<file path="src/rtl/dbus_arbiter_if.sv">
// Shared data-bus bundle: two requesting masters plus the dmem and io slave ports.
// The arbiter uses the slave view; bus masters and memories use the master view.
interface dbus_arbiter_if #(
  parameter int DATA_W = 32,
  parameter int ADDR_W = 32
);
  logic              m0_req;
  logic              m0_we;
  logic [ADDR_W-1:0] m0_addr;
  logic [DATA_W-1:0] m0_wdata;
  logic [DATA_W-1:0] m0_rdata;
  logic              m0_ack;

  logic              m1_req;
  logic              m1_we;
  logic [ADDR_W-1:0] m1_addr;
  logic [DATA_W-1:0] m1_wdata;
  logic [DATA_W-1:0] m1_rdata;
  logic              m1_ack;

  logic              mem_we;
  logic [ADDR_W-1:0] mem_addr;
  logic [DATA_W-1:0] mem_wdata;
  logic [DATA_W-1:0] mem_rdata;

  logic              io_we;
  logic [ADDR_W-1:0] io_addr;
  logic [DATA_W-1:0] io_wdata;
  logic [DATA_W-1:0] io_rdata;

  modport slave (
    input  m0_req, m0_we, m0_addr, m0_wdata,
    output m0_rdata, m0_ack,
    input  m1_req, m1_we, m1_addr, m1_wdata,
    output m1_rdata, m1_ack,
    output mem_we, mem_addr, mem_wdata,
    input  mem_rdata,
    output io_we, io_addr, io_wdata,
    input  io_rdata
  );

  modport master (
    output m0_req, m0_we, m0_addr, m0_wdata,
    input  m0_rdata, m0_ack,
    output m1_req, m1_we, m1_addr, m1_wdata,
    input  m1_rdata, m1_ack,
    input  mem_we, mem_addr, mem_wdata,
    output mem_rdata,
    input  io_we, io_addr, io_wdata,
    output io_rdata
  );
endinterface

</file>
<file path="src/rtl/dbus_arbiter.sv">
// Two-master round-robin arbiter for the shared data bus. Data-memory accesses
// take one cycle; I/O accesses (address bit IO_BIT set) hold the address stable
// for IO_WAIT extra cycles before the write strobe and ack.
module dbus_arbiter #(
  parameter int DATA_W  = 32,
  parameter int ADDR_W  = 32,
  parameter int IO_BIT  = 15,
  parameter int IO_WAIT = 2
) (
  input  logic           clock,
  input  logic           reset,
  dbus_arbiter_if.slave  bus,
  output logic           owner,
  output logic           busy
);

  typedef enum logic [1:0] {
    ST_IDLE = 2'd0,
    ST_MEM  = 2'd1,
    ST_IO   = 2'd2
  } state_t;

  localparam logic [3:0] WAIT_INIT = 4'(IO_WAIT);

  state_t      state_q, state_d;
  logic        owner_q, owner_d;
  logic        last_q, last_d;
  logic [3:0]  cnt_q, cnt_d;

  logic              sel_we;
  logic [ADDR_W-1:0] sel_addr;
  logic [DATA_W-1:0] sel_wdata;
  logic              final_cycle;
  logic              arb_en;
  logic              ack0, ack1;
  logic              pend0, pend1;
  logic              grant_valid;
  logic              grant;
  logic              grant_io;

  // Owner's request fields steer both slave ports.
  assign sel_we    = owner_q ? bus.m1_we    : bus.m0_we;
  assign sel_addr  = owner_q ? bus.m1_addr  : bus.m0_addr;
  assign sel_wdata = owner_q ? bus.m1_wdata : bus.m0_wdata;

  // Completion cycle: every MEM cycle, or the IO cycle whose counter reached zero.
  assign final_cycle = (state_q == ST_MEM) || ((state_q == ST_IO) && (cnt_q == 4'd0));
  assign arb_en      = (state_q == ST_IDLE) || final_cycle;
  assign ack0        = final_cycle && !owner_q;
  assign ack1        = final_cycle &&  owner_q;

  // The master being acked this cycle still holds req, so it is not pending.
  assign pend0       = bus.m0_req && !ack0;
  assign pend1       = bus.m1_req && !ack1;
  assign grant_valid = pend0 || pend1;
  assign grant       = (pend0 && pend1) ? !last_q : pend1;
  assign grant_io    = grant ? bus.m1_addr[IO_BIT] : bus.m0_addr[IO_BIT];

  // State, grant history and wait counter registers.
  always_ff @(posedge clock or negedge reset) begin
    if (!reset) begin
      // NOTE: non-blocking assignments so every register samples pre-edge values.
      state_q <= ST_IDLE;
      owner_q <= 1'b0;
      last_q  <= 1'b1;
      cnt_q   <= 4'd0;
    end else begin
      state_q <= state_d;
      owner_q <= owner_d;
      last_q  <= last_d;
      cnt_q   <= cnt_d;
    end
  end

  // Next-state logic: arbitrate when idle or finishing, otherwise count down IO.
  always_comb begin
    // NOTE: every output gets a default first so no path infers a latch.
    state_d = state_q;
    owner_d = owner_q;
    last_d  = last_q;
    cnt_d   = cnt_q;
    if (arb_en) begin
      if (grant_valid) begin
        owner_d = grant;
        last_d  = grant;
        state_d = grant_io ? ST_IO : ST_MEM;
        cnt_d   = grant_io ? WAIT_INIT : 4'd0;
      end else begin
        state_d = ST_IDLE;
      end
    end else if (state_q == ST_IO) begin
      cnt_d = cnt_q - 4'd1;
    end
  end

  // Bus outputs: each slave port is driven only in its own state, zero otherwise.
  always_comb begin
    bus.mem_we    = 1'b0;
    bus.mem_addr  = '0;
    bus.mem_wdata = '0;
    bus.io_we     = 1'b0;
    bus.io_addr   = '0;
    bus.io_wdata  = '0;
    bus.m0_ack    = ack0;
    bus.m1_ack    = ack1;
    bus.m0_rdata  = '0;
    bus.m1_rdata  = '0;
    if (state_q == ST_MEM) begin
      bus.mem_we    = sel_we;
      bus.mem_addr  = sel_addr;
      bus.mem_wdata = sel_wdata;
      if (ack0) bus.m0_rdata = bus.mem_rdata;
      if (ack1) bus.m1_rdata = bus.mem_rdata;
    end else if (state_q == ST_IO) begin
      bus.io_we    = sel_we && final_cycle;
      bus.io_addr  = sel_addr;
      bus.io_wdata = sel_wdata;
      if (ack0) bus.m0_rdata = bus.io_rdata;
      if (ack1) bus.m1_rdata = bus.io_rdata;
    end
  end

  assign owner = owner_q;
  assign busy  = (state_q != ST_IDLE);

endmodule

</file>
<file path="src/flat_wrapper.sv">
// flat-port wrapper written by rule: the top's interface ports become plain ports
module dbus_arbiter_flat 
#(
  parameter int DATA_W  = 32,
  parameter int ADDR_W  = 32,
  parameter int IO_BIT  = 15,
  parameter int IO_WAIT = 2
)
  (clock, reset, owner, busy, bus_m0_req, bus_m0_we, bus_m0_addr, bus_m0_wdata, bus_m0_rdata, bus_m0_ack, bus_m1_req, bus_m1_we, bus_m1_addr, bus_m1_wdata, bus_m1_rdata, bus_m1_ack, bus_mem_we, bus_mem_addr, bus_mem_wdata, bus_mem_rdata, bus_io_we, bus_io_addr, bus_io_wdata, bus_io_rdata);
  dbus_arbiter_if #(.DATA_W(DATA_W), .ADDR_W(ADDR_W)) bus_i ();
  input  logic clock;
  input  logic reset;
  output logic owner;
  output logic busy;
  input wire logic [$bits(bus_i.m0_req)-1:0] bus_m0_req;
  input wire logic [$bits(bus_i.m0_we)-1:0] bus_m0_we;
  input wire logic [$bits(bus_i.m0_addr)-1:0] bus_m0_addr;
  input wire logic [$bits(bus_i.m0_wdata)-1:0] bus_m0_wdata;
  output wire logic [$bits(bus_i.m0_rdata)-1:0] bus_m0_rdata;
  output wire logic [$bits(bus_i.m0_ack)-1:0] bus_m0_ack;
  input wire logic [$bits(bus_i.m1_req)-1:0] bus_m1_req;
  input wire logic [$bits(bus_i.m1_we)-1:0] bus_m1_we;
  input wire logic [$bits(bus_i.m1_addr)-1:0] bus_m1_addr;
  input wire logic [$bits(bus_i.m1_wdata)-1:0] bus_m1_wdata;
  output wire logic [$bits(bus_i.m1_rdata)-1:0] bus_m1_rdata;
  output wire logic [$bits(bus_i.m1_ack)-1:0] bus_m1_ack;
  output wire logic [$bits(bus_i.mem_we)-1:0] bus_mem_we;
  output wire logic [$bits(bus_i.mem_addr)-1:0] bus_mem_addr;
  output wire logic [$bits(bus_i.mem_wdata)-1:0] bus_mem_wdata;
  input wire logic [$bits(bus_i.mem_rdata)-1:0] bus_mem_rdata;
  output wire logic [$bits(bus_i.io_we)-1:0] bus_io_we;
  output wire logic [$bits(bus_i.io_addr)-1:0] bus_io_addr;
  output wire logic [$bits(bus_i.io_wdata)-1:0] bus_io_wdata;
  input wire logic [$bits(bus_i.io_rdata)-1:0] bus_io_rdata;
  assign bus_i.m0_req = bus_m0_req;
  assign bus_i.m0_we = bus_m0_we;
  assign bus_i.m0_addr = bus_m0_addr;
  assign bus_i.m0_wdata = bus_m0_wdata;
  assign bus_m0_rdata = bus_i.m0_rdata;
  assign bus_m0_ack = bus_i.m0_ack;
  assign bus_i.m1_req = bus_m1_req;
  assign bus_i.m1_we = bus_m1_we;
  assign bus_i.m1_addr = bus_m1_addr;
  assign bus_i.m1_wdata = bus_m1_wdata;
  assign bus_m1_rdata = bus_i.m1_rdata;
  assign bus_m1_ack = bus_i.m1_ack;
  assign bus_mem_we = bus_i.mem_we;
  assign bus_mem_addr = bus_i.mem_addr;
  assign bus_mem_wdata = bus_i.mem_wdata;
  assign bus_i.mem_rdata = bus_mem_rdata;
  assign bus_io_we = bus_i.io_we;
  assign bus_io_addr = bus_i.io_addr;
  assign bus_io_wdata = bus_i.io_wdata;
  assign bus_i.io_rdata = bus_io_rdata;
  dbus_arbiter #(.DATA_W(DATA_W), .ADDR_W(ADDR_W), .IO_BIT(IO_BIT), .IO_WAIT(IO_WAIT)) u_core (.clock(clock), .reset(reset), .bus(bus_i), .owner(owner), .busy(busy));
endmodule
</file>
<file path="config.mk">
export PLATFORM = sky130hd
export DESIGN_NAME = dbus_arbiter_flat
export DESIGN_NICKNAME = d
export VERILOG_FILES = /design/src/rtl/dbus_arbiter_if.sv /design/src/rtl/dbus_arbiter.sv /design/src/flat_wrapper.sv
export SDC_FILE = /design/constraint.sdc
export NUM_CORES = 1
export LEC_CHECK = 0
export CAP_MARGIN = 20
export CORE_AREA = 4 4 152 154
export DETAILED_ROUTE_END_ITERATION = 10
export DIE_AREA = 0 0 156 158
export PLACE_DENSITY = 0.52
export SETUP_SLACK_MARGIN = 0.15
export SLEW_MARGIN = 20
export SYNTH_ARGS = -nofsm -noshare
export SYNTH_HDL_FRONTEND = slang
export SYNTH_SLANG_ARGS = --single-unit
</file>
<file path="constraint.sdc">
create_clock -name clock -period 2.62 [get_ports clock]
set_input_delay 0.786 -clock clock [delete_from_list [all_inputs] [get_ports clock]]
set_output_delay 0.786 -clock clock [all_outputs]
set_load 0.005 [all_outputs]
</file>
== Word level (Yosys, flattened, before mapping) ==
Cells that the tools add are included.

* Input port bits: 198
* Word-level logic and storage cells: 56
* Output and inout port bits: 198
* Register bits: 8

* Reductions and logical operators: 20
* $add $sub $neg: 1
* Eq/ne operators: 3
* Mux-type cells: 28

{| class="wikitable"
|+ Operators with widths
! kind !! number
|-
| 32-bit two-way mux || 16
|-
| 4-bit two-way mux || 3
|-
| 1-bit logical AND || 7
|-
| 1-bit two-way mux || 6
|-
| 2-bit two-way mux || 3
|-
| 1-bit zero test || 4
|-
| 4-bit zero test || 1
|-
| 2-bit AND reduction || 2
|-
| 2-bit nonzero test || 2
|-
| 4-bit by 1-bit subtractor with 4-bit output, second input constant || 1
|-
| 1-bit logical OR || 3
|-
| 2-bit by 1-bit equality test with 1-bit output, second input constant || 1
|-
| 2-bit equality test, second input constant || 1
|-
| 2-bit zero test || 1
|-
| 2-bit inequality test, second input constant || 1
|}

== Longest topological paths before layout ==
* Word-level depth: 12
* Mapped depth: 7

== Worst setup path before layout ==
No wires, ideal clock.

* Kind: register -> output
* From: register u_core.cnt_q[0]
* To: output bus_m1_rdata[22]
* Data required time: 1.834 ns
* Cell stages (with the launch flop): 8
* Setup slack: 0.176 ns
* Arrival time: 1.658 ns
* Buffers on the path: 1
* Path through: dfrtp_1 inv_1 ha_1 or3b_1 nor2_2 o21ai_1 clkbuf_1 nor2_1

* Word-level cells in the longest chain between the ends: 7

{| class="wikitable"
|+ Ends and longest elaborated chain
! item !! line !! RTL
|-
| start, declared || dbus_arbiter.sv:28 || <nowiki>logic [3:0] cnt_q, cnt_d;</nowiki>
|-
| start signal, assigned || dbus_arbiter.sv:71 || <nowiki>cnt_q <= cnt_d;</nowiki>
|-
| 4-bit zero test * || dbus_arbiter.sv:47 || <nowiki>assign final_cycle = (state_q == ST_MEM) || ((state_q == ST_IO) && (cnt_q == 4'd0));</nowiki>
|-
| 1-bit logical AND * || dbus_arbiter.sv:47 ||
|-
| 1-bit logical OR * || dbus_arbiter.sv:47 ||
|-
| 1-bit logical AND * || dbus_arbiter.sv:50 || <nowiki>assign ack1 = final_cycle && owner_q;</nowiki>
|-
| 32-bit two-way mux || dbus_arbiter.sv:119 || <nowiki>if (ack1) bus.m1_rdata = bus.io_rdata;</nowiki>
|-
| 32-bit two-way mux || dbus_arbiter.sv:114 || <nowiki>end else if (state_q == ST_IO) begin</nowiki>
|-
| 32-bit two-way mux * || dbus_arbiter.sv:108 || <nowiki>if (state_q == ST_MEM) begin</nowiki>
|-
| end, declared || flat_wrapper.sv:25 || <nowiki>output wire logic [$bits(bus_i.m1_rdata)-1:0] bus_m1_rdata;</nowiki>
|}

Mark *: on every way between the ends. The rest lies on a longest branch, timed or not.

== Final worst setup path ==
* From: register u_core.cnt_q[0]
* To: output bus_m1_rdata[21]

Same word-level chain as after synthesis.

==> metrics.md <==
| Metric | Value |
|---|---|
| Clock-pin slew on the worst setup and hold paths | `0.04 ns` |
| Post-route ant nets | `0` |
| Initial core utilization | `0.106` |
| DP Cell Count | `1,078` |
| Worst slew pin tran | `0.575 ns` |
| Commonest non-fill, non-tap cell in the layout | `clkdlybuf4s50_1` |
| Setup TNS | `-12.64 ns` |
| Top_reg_cell synth | `dfrtp_1` |
| Setup CP Type | `register to output pin` |
| Status | `finished, violations left` |
| Mean post-synth cell area | `5.89 um^2` |
| Startpoint Class | `register` |
| Initial antenna violation count | `3` |
| Remaining global-route overflow | `0` |
| Sequential fraction of the synthesis area | `0.0873` |
| Maximum VDD drop | `0.358 mV` |
| Hold/Removal Path Class | `register to register` |
| WP data required | `1.83 ns` |
| EDFF count, synth | `0` |
| Relative slew margins | `0.617` |
| IO Count | `396` |
| Min Hold Slack | `0.501 ns` |
| Total power | `8.40 mW` |
| Fraction of layout cells with a size suffix above 1 | `0.567` |
| Fmax achieved | `0.347 GHz` |
| Number of H-tree levels | `1` |
| Netlist Area Pre-Place | `2310 um^2` |
| Core ar. | `21,700 um^2` |
| Final Cell Area | `8870 um^2` |
| Area Growth Syn to Fin | `284%` |
| PD cells | `947 nW/um^2` |
| Ys Warns | `0` |
| Final std cells w/o fill | `1,198` |
| Final slew viol count | `0` |
| Setup ws final | `-0.265 ns` |
| LEAKAGE | `4.23 nW` |
| Worst-Skew Late Latency | `0.24 ns` |
| Routed via count | `5,012` |
| Aggregate routed wire length | `23.2 mm` |
| Max Buffers Root-to-Sink | `2` |
| Hold Buf Count CTS | `0` |
| Synth Instances | `392` |
| Dpl cell area | `6980 um^2` |
| Async S/R FF share, synth | `1.00` |
| Buffers on Ports | `395` |
| Netlist cell types | `35` |
| First-pass DRT Iterations | `4` |
| Gpl congestion | `0.867` |
| TritonCTS clock tree | `yes` |
| Die W | `156 um` |
| Dpl ws | `-0.343 ns` |
| Number of global-route vias before repair | `4,841` |
| DRC errors left | `0` |
| GRT Total Usage | `0.158` |
| DRT iter0 DRCs | `232` |
| Failing checks | `setup timing` |
| Clk sinks | `8` |
| Die footprint | `24,600 um^2` |
| Routed WL per cell | `19.3 um` |
| Syn nets | `591` |
| Final core utilization | `0.409` |
| Die Ht | `158 um` |
| Critical Path AT | `2.10 ns` |
| Nets | `1,115` |
| Largest net degree at the start of global routing | `34` |
| Commonest non-fill, non-tap cells in the layout | `clkdlybuf4s50_1 (136), buf_2 (127), nor2_1 (89)` |
| Crit share post-route | `1.10` |
| Flops & latches, synth | `8` |
| Critical Path Sink Type | `output pin` |
| Unrepaired setup endpoints after global routing | `true` |
| Hpwl dp | `16.3 mm` |
| Final Critical Period | `2.89 ns` |
| TritonCTS buffer count | `3` |
| Final setup fails | `66` |
| Final hold vios | `0` |
| Worst-path maximum fanout | `8` |
| Vias per inst | `4.18` |
| Max Cap Viol | `0` |
| # rows | `54` |
| First-pass GRT wire length | `29.7 mm` |
| Root Driver | `clkbuf_16` |
| Clk_skew | `0.00168 ns` |
[Yosys cell counts (all sizes together) (2+ instances only)]
| library cell | instances | share of area |
|---|---|---|
| a211oi | 2 | 0.0087 |
| a22oi | 32 | 0.10 |
| buf | 10 | 0.021 |
| clkbuf | 26 | 0.042 |
| dfrtp | 7 | 0.076 |
| inv | 6 | 0.0098 |
| mux2i | 66 | 0.29 |
| nand2 | 7 | 0.011 |
| nand2b | 2 | 0.0054 |
| nor2 | 202 | 0.33 |
| nor2b | 2 | 0.0054 |
| nor3 | 2 | 0.0043 |
| nor3b | 3 | 0.0098 |
| o21ai | 10 | 0.022 |
[worst max-delay path, stage by stage, from the launching register on]
cell and delay [ns]:
dfrtp_1 0.37, inv_1 0.06, ha_2 0.17, or3b_4 0.40, nor2_4 0.19, o21ai_4 0.12, buf_6 0.15, clkbuf_16 0.17
nor2_2 0.10, buf_2 0.12
[power breakdown]
| group | total, mW | internal [mW] | switching, mW |
|---|---|---|---|
| sequential | 0.258 | 0.199 | 0.0588 |
| combinational | 7.86 | 4.23 | 3.63 |
| clock | 0.277 | 0.204 | 0.0729 |
[cell families (layout without fill, tap and decap cells)]
group,Yosys count,count (layout),share of synthesized area
buf+inv,42,565,0.0727
flops,8,8,0.0873
simple gates,222,222,0.379
fa+ha+maj,1,1,0.00542
compound gates,52,52,0.165
mux,67,67,0.291
other cells,0,3,0
[final timing paths]
path	cells after the start	to	slack, ns	start
max	9	bus_m1_rdata[21]	-0.27	u_core.cnt_q[0]
min	2	u_core.last_q	0.50	u_core.last_q
max reg2reg	11	u_core.state_q[1]	0.29	u_core.cnt_q[0]
min reg2reg	2	u_core.last_q	0.50	u_core.last_q
max in group asynchronous	1	u_core.owner	1.45	reset
min in group asynchronous	1	u_core.cnt_q[3]	0.85	reset
[per-layer routing]
layer	routed length (um)	track usage	vias up	part of all wire
met3	1960	0.0380	27	0.085
met2	12100	0.290	277	0.52
li1	-	-	2377	-
met1	8600	0.184	2331	0.37
met5	0	0	-	0
met4	469	0.0371	0	0.020
[registers in the layout, summed over array words and instances (netlist names)]
| name | flops |
|---|---|
| u_core.state_q | 2 |
| u_core.last_q | 1 |
| u_core.cnt_q | 4 |
| u_core.owner | 1 |
[final cells by class]
type / count / area, um^2
Sequential cell: 8 / 206
Fill cell: 2231 / 12800
Inverter: 6 / 22.5
Tap cell: 280 / 350
Clock buffer: 4 / 78.8
Antenna cell: 3 / 7.51
Multi-Input combinational cell: 342 / 3040
Timing Repair Buffer: 555 / 5160
[what timing repair did]
item,CTS,global route
gates cloned,7,7
pin swaps,17,81
setup endpoints to repair,196,191
buffers inserted,68,31
gates resized for setup,596,532
Note: power is estimated with default switching activity, not from simulation.
